==> src/rtl/pipe_pkg.sv <==
// Shared definitions for the pipeline skid register: state encoding,
// default payload width and a state-to-occupancy helper.
package pipe_pkg;

    // Default payload width in bits.
    localparam int unsigned DefaultDataW = 64;

    // Occupancy states of the two-entry skid stage.
    typedef enum logic [1:0] {
        StEmpty = 2'b00,
        StOne   = 2'b01,
        StFull  = 2'b10
    } pipe_state_e;

    // Number of held entries implied by a skid-stage state.
    function automatic logic [1:0] state_occupancy(pipe_state_e st);
        logic [1:0] occ;
        unique case (st)
            StEmpty: occ = 2'd0;
            StOne:   occ = 2'd1;
            StFull:  occ = 2'd2;
            default: occ = 2'd0;
        endcase
        return occ;
    endfunction

endpackage

==> src/rtl/pipe_slot.sv <==
// One storage slot: a valid bit plus payload. Clear wins over load so a
// flush always leaves the slot empty and zeroed.
module pipe_slot
    import pipe_pkg::*;
#(
    parameter int unsigned DATA_W = DefaultDataW
) (
    input  logic              clk,
    input  logic              rst,
    input  logic              load_i,
    input  logic              clear_i,
    input  logic [DATA_W-1:0] data_i,
    output logic              valid_o,
    output logic [DATA_W-1:0] data_o
);

    logic              valid_d, valid_q;
    logic [DATA_W-1:0] data_d, data_q;

    // Next-state: clear empties and zeroes the slot, load captures new payload.
    always_comb begin
        valid_d = valid_q;
        data_d  = data_q;
        if (clear_i) begin
            valid_d = 1'b0;
            data_d  = '0;
        end else if (load_i) begin
            valid_d = 1'b1;
            data_d  = data_i;
        end
    end

    // Slot register with synchronous reset.
    always_ff @(posedge clk) begin
        if (rst) begin
            valid_q <= 1'b0;
            data_q  <= '0;
        end else begin
            valid_q <= valid_d;
            data_q  <= data_d;
        end
    end

    assign valid_o = valid_q;
    assign data_o  = data_q;

endmodule

==> src/rtl/pipe_skid_reg.sv <==
// Valid/ready pipeline register. SKID=1 builds a two-entry skid buffer whose
// in_ready is purely registered; SKID=0 builds a single-entry stage whose
// in_ready looks through to out_ready for full throughput.
module pipe_skid_reg
    import pipe_pkg::*;
#(
    parameter int unsigned DATA_W = DefaultDataW,
    parameter int unsigned SKID   = 1
) (
    input  logic              clk,
    input  logic              rst,
    input  logic              flush,
    input  logic              in_valid,
    output logic              in_ready,
    input  logic [DATA_W-1:0] in_data,
    output logic              out_valid,
    input  logic              out_ready,
    output logic [DATA_W-1:0] out_data,
    output logic [1:0]        occupancy
);

    logic accept;
    logic emit;

    assign accept = in_valid & in_ready;
    assign emit   = out_valid & out_ready;

    if (SKID != 0) begin : g_skid

        pipe_state_e       state_q, state_d;
        logic              main_load, main_clear, skid_load, skid_clear;
        logic [DATA_W-1:0] main_din;
        logic              main_valid, skid_valid;
        logic [DATA_W-1:0] main_data, skid_data;

        // Next-state and slot control; flush overrides every handshake.
        always_comb begin
            state_d    = state_q;
            main_load  = 1'b0;
            main_clear = 1'b0;
            skid_load  = 1'b0;
            skid_clear = 1'b0;
            main_din   = in_data;
            if (flush) begin
                main_clear = 1'b1;
                skid_clear = 1'b1;
                state_d    = StEmpty;
            end else begin
                unique case (state_q)
                    StEmpty: begin
                        if (accept) begin
                            main_load = 1'b1;
                            state_d   = StOne;
                        end
                    end
                    StOne: begin
                        if (accept && !emit) begin
                            // Main slot is stalled: park the new payload aside.
                            skid_load = 1'b1;
                            state_d   = StFull;
                        end else if (!accept && emit) begin
                            main_clear = 1'b1;
                            state_d    = StEmpty;
                        end else if (accept && emit) begin
                            main_load = 1'b1;
                        end
                    end
                    StFull: begin
                        // in_ready is low here, so only the drain can happen.
                        if (emit && skid_valid) begin
                            main_load  = 1'b1;
                            main_din   = skid_data;
                            skid_clear = 1'b1;
                            state_d    = StOne;
                        end
                    end
                    default: begin
                        main_clear = 1'b1;
                        skid_clear = 1'b1;
                        state_d    = StEmpty;
                    end
                endcase
            end
        end

        // State register with synchronous reset.
        always_ff @(posedge clk) begin
            if (rst) begin
                state_q <= StEmpty;
            end else begin
                state_q <= state_d;
            end
        end

        pipe_slot #(
            .DATA_W (DATA_W)
        ) u_main (
            .clk     (clk),
            .rst     (rst),
            .load_i  (main_load),
            .clear_i (main_clear),
            .data_i  (main_din),
            .valid_o (main_valid),
            .data_o  (main_data)
        );

        pipe_slot #(
            .DATA_W (DATA_W)
        ) u_skid (
            .clk     (clk),
            .rst     (rst),
            .load_i  (skid_load),
            .clear_i (skid_clear),
            .data_i  (in_data),
            .valid_o (skid_valid),
            .data_o  (skid_data)
        );

        // Registered ready: no combinational path from out_ready.
        assign in_ready  = (state_q != StFull);
        assign out_valid = main_valid;
        assign out_data  = main_valid ? main_data : '0;
        assign occupancy = state_occupancy(state_q);

    end else begin : g_pass

        logic              slot_load, slot_clear;
        logic              main_valid;
        logic [DATA_W-1:0] main_data;

        // Load on accept (replacing any payload leaving this cycle), clear on
        // a pure drain or a flush.
        always_comb begin
            slot_load  = 1'b0;
            slot_clear = 1'b0;
            if (flush) begin
                slot_clear = 1'b1;
            end else if (accept) begin
                slot_load = 1'b1;
            end else if (emit) begin
                slot_clear = 1'b1;
            end
        end

        pipe_slot #(
            .DATA_W (DATA_W)
        ) u_main (
            .clk     (clk),
            .rst     (rst),
            .load_i  (slot_load),
            .clear_i (slot_clear),
            .data_i  (in_data),
            .valid_o (main_valid),
            .data_o  (main_data)
        );

        assign in_ready  = !main_valid || out_ready;
        assign out_valid = main_valid;
        assign out_data  = main_valid ? main_data : '0;
        assign occupancy = {1'b0, main_valid};

    end

endmodule

==> config.mk <==
export PLATFORM = sky130hd
export DESIGN_NAME = pipe_skid_reg
export DESIGN_NICKNAME = d
export VERILOG_FILES = /design/src/rtl/pipe_pkg.sv /design/src/rtl/pipe_slot.sv /design/src/rtl/pipe_skid_reg.sv
export SDC_FILE = /design/constraint.sdc
export NUM_CORES = 1
export LEC_CHECK = 0
export CAP_MARGIN = 10
export CORE_ASPECT_RATIO = 1.5
export CORE_MARGIN = 5
export CORE_UTILIZATION = 32
export CTS_CLUSTER_DIAMETER = 40
export DETAILED_ROUTE_END_ITERATION = 16
export PLACE_DENSITY = 0.63
export SLEW_MARGIN = 10
export SYNTH_ARGS = -nofsm -noshare
export SYNTH_HDL_FRONTEND = slang
export SYNTH_SLANG_ARGS = --single-unit
==> constraint.sdc <==
create_clock -name clk -period 1.92 [get_ports clk]
set_input_delay 0.48 -clock clk [delete_from_list [all_inputs] [get_ports clk]]
set_output_delay 0.48 -clock clk [all_outputs]
set_load 0.05 [all_outputs]
==> metrics.txt <==
via/cell ratio 5.638; core area 0.02042 mm^2; global-route wire length before repair 36.25 mm; LEAKAGE 0.003309 uW; Initial DRC Count 713; synth-to-layout area growth 51.78%; # IOs 137; endpoints failing hold 0; area of the multi-input gates 0.003630 mm^2; Site Rows 64; Max stage delay on crit path 390 ps; Sequential cell area 0.002645 mm^2; grt total ovfl 0; wire per inst 19.72 um; final setup vio count 0; Peak Freq 538.6 MHz; reg-to-reg endpoint g_skid.u_main.data_o[21]; multiplexer share of the synthesized area 0.4331%; cells after synthesis 780; final worst path period share 96.70%; critical path class reg -> out; Req. time, crit path 1440 ps; Yosys top cell area share 39.77%; filler instances 1867; WP data arrival 1380 ps; CTS H-tree lvls 4; vias 6642; Hold WS 473.6 ps; CP startpoint kind flop; CTS Hold Buffers Added 0; clk sinks 132; DRT Wirelength 23.23 mm; worst-path fanout max 30; status finished clean; IO buf count 136; number of global-route vias before repair 6736; Worst R2R Path Depth 8; Worst Hold End g_skid.u_skid.data_o[30]; DIE AREA 0.02381 mm^2; YS warnings 0; worst vdd ir 564.0 uV; most area-consuming cells after synthesis dfxtp_1, a311oi_2, nand3_1, o21ai_0, and2_1; share of cells above drive strength 1 31.61%; clock skew 9.005 ps; clock root cell clkbuf_16; Pwr Total 6868 uW; pin count of the biggest net entering global routing 43; FF+latch count, synth 132; CTS tree yes; crit path cell chain buf_8 -> and2_1 -> buf_12; Clock Latency Late Sink 410 ps; Yosys cell types 30; routability cong. 0.7920; Critical-path top delay cell dfxtp_2; simple-gate share of the synthesized area 22.18%; nets 969; TNS Setup 0 ps; Reg2Reg Setup Slack 180 ps; P per Cell Area 681.0 mW/mm^2; hold depth 2; Hold Path Class reg -> reg; Antenna Nets Post-Route 0; post-synthesis xor/xnor area fraction 0%; Die W 127.7 um; Initial Util 32.54%; worst setup slack after placement -495.4 ps; RSZ-0062 raised after global routing false; count of pins over their slew limit 0; largest family of logic cells by synthesized area compound AO/OA/AOI/OAI gates; worst setup margin 63.38 ps; TritonCTS Buffers 17; hold_sp g_skid.u_skid.data_o[30]; compound-gate portion of the synthesized area 29.64%; CP endpoint kind primary output; post-synthesis adder-cell area fraction 0.3766%; initial antenna violation count 2; Syn Nets 851; Reg clk slew, reported paths 60 ps; syn_area_per_cell 8.519 um^2; reg-to-reg startpoint g_skid.state_q[1]; area leader, netlist dfxtp_1; drt pass-1 iters 5; Slew HR 79.07%; max cap viols 0; Overall Global Routing Usage 18.89%; die height 186.5 um; Worst-Margin Slew 311.6 ps; Syn Std Cell Area 0.006645 mm^2; # DRC 0; Seq/Total Area, Yosys 39.77%; Final HPWL DP 14.69 mm; CTS max path bufs 2; Tmin final 1857 ps
cell families after synthesis:
family / Yosys count
simple gates: 274
mux: 2
buf+inv: 102
fa+ha+maj: 2
flops: 132
compound gates: 268
Yosys cell counts:
library cell	number
buf_1	1
o21ai_1	9
and2_1	65
nand4b_4	1
buf_6	6
mux2_4	1
a21o_1	1
nand2b_1	1
o211a_1	1
dfxtp_1	132
and3b_1	1
buf_2	32
inv_1	4
ha_1	2
a311oi_1	4
nand3b_1	1
a21oi_1	69
nand2_1	2
a311oi_2	60
o211ai_1	1
nor2b_1	2
or2_1	2
mux2i_2	1
nor3_1	64
clkbuf_1	49
buf_4	10
o21ai_0	122
nand3_1	129
nor2_1	6
a21boi_0	1
through the flow:
step	cells	util, %	area [um^2]
global placement	1138	45.81	9354
CTS	1173	49.00	10000
finish	1178	49.39	10090
detailed placement	1138	45.81	9354
global route	1177	49.38	10080
floorplan	780	-	6749
final cells by class:
| cell class | instances | area share, % |
|---|---|---|
| multi-input cells | 546 | 35.99 |
| clock inverters | 12 | 1.290 |
| inverters | 4 | 0.1489 |
| flip-flops and latches | 132 | 26.23 |
| diodes | 3 | 0.07443 |
| repair buffers | 197 | 28.47 |
| well taps | 264 | 3.275 |
| clock buffers | 20 | 4.528 |
placed cells by master (no fill, tap or decap), types with 2 or more instances in the layout:
| master | synthesis | layout |
|---|---|---|
| a21oi_1 | 69 | 68 |
| buf_4 | 10 | 32 |
| clkbuf_16 | 0 | 19 |
| a311oi_2 | 60 | 61 |
| nand3_1 | 129 | 129 |
| inv_1 | 4 | 4 |
| o21ai_1 | 9 | 27 |
| and2_2 | 0 | 49 |
| buf_8 | 0 | 2 |
| and2_1 | 65 | 15 |
| dfxtp_2 | 0 | 2 |
| dfxtp_1 | 132 | 130 |
| diode_2 | 0 | 3 |
| o21ai_0 | 122 | 104 |
| nor3_1 | 64 | 64 |
| clkdlybuf4s50_1 | 0 | 66 |
| nor2b_4 | 0 | 2 |
| a311oi_1 | 4 | 3 |
| bufinv_16 | 0 | 2 |
| clkinv_2 | 0 | 4 |
| dlymetal6s2s_1 | 0 | 2 |
| nor2_1 | 6 | 4 |
| buf_12 | 0 | 91 |
| clkinv_4 | 0 | 3 |
| clkbuf_8 | 0 | 2 |
| clkinvlp_4 | 0 | 2 |
how the worst max path moves through the flow:
stage / startpoint / end / slack (ps) / cells after the start
after floorplan: g_skid.state_q[0] / g_skid.u_main.data_o[16] / 0.4 / 9
after global placement: out_ready / g_skid.u_main.data_o[58] / -420 / 7
after detailed placement: out_ready / g_skid.u_main.data_o[16] / -500 / 7
after CTS: out_ready / g_skid.u_main.data_o[21] / 1 / 8
after global routing: g_skid.u_main.valid_o / out_data[1] / 1 / 3
final: g_skid.u_main.valid_o / out_data[63] / 60 / 3
flip-flops by register name, summed over array words and instances (netlist names):
signal,flops
g_skid.state_q,2
g_skid.u_main.data_o,64
g_skid.u_main.valid_o,1
g_skid.u_skid.data_o,64
g_skid.u_skid.valid_o,1
power by group:
group / switching [uW] / internal (uW)
sequential: 19.7 / 2780
combinational: 463 / 373
clock: 1250 / 1980
what timing repair did:
item / 4_1_cts / 5_1_grt
endpoints found under the setup margin: 66 / 84
gates resized for setup: 5 / 24
buffers inserted: 2 / 0
pin swaps: 0 / 3
cloned: 1 / 2
per-layer routing:
metal | track usage [%] | wire (um)
met4 | 8.007 | 607
met3 | 3.747 | 1407
met1 | 23.02 | 9416
met2 | 32.15 | 11800
met5 | 0 | 0
worst max-delay path, delay by kind of cell, from the launching register on:
family,cells,cell delay (ps)
DFF,1,390
and+or+nand+nor,1,210
buffers and inverters,2,360
Note: power is estimated with default switching activity, not from simulation.
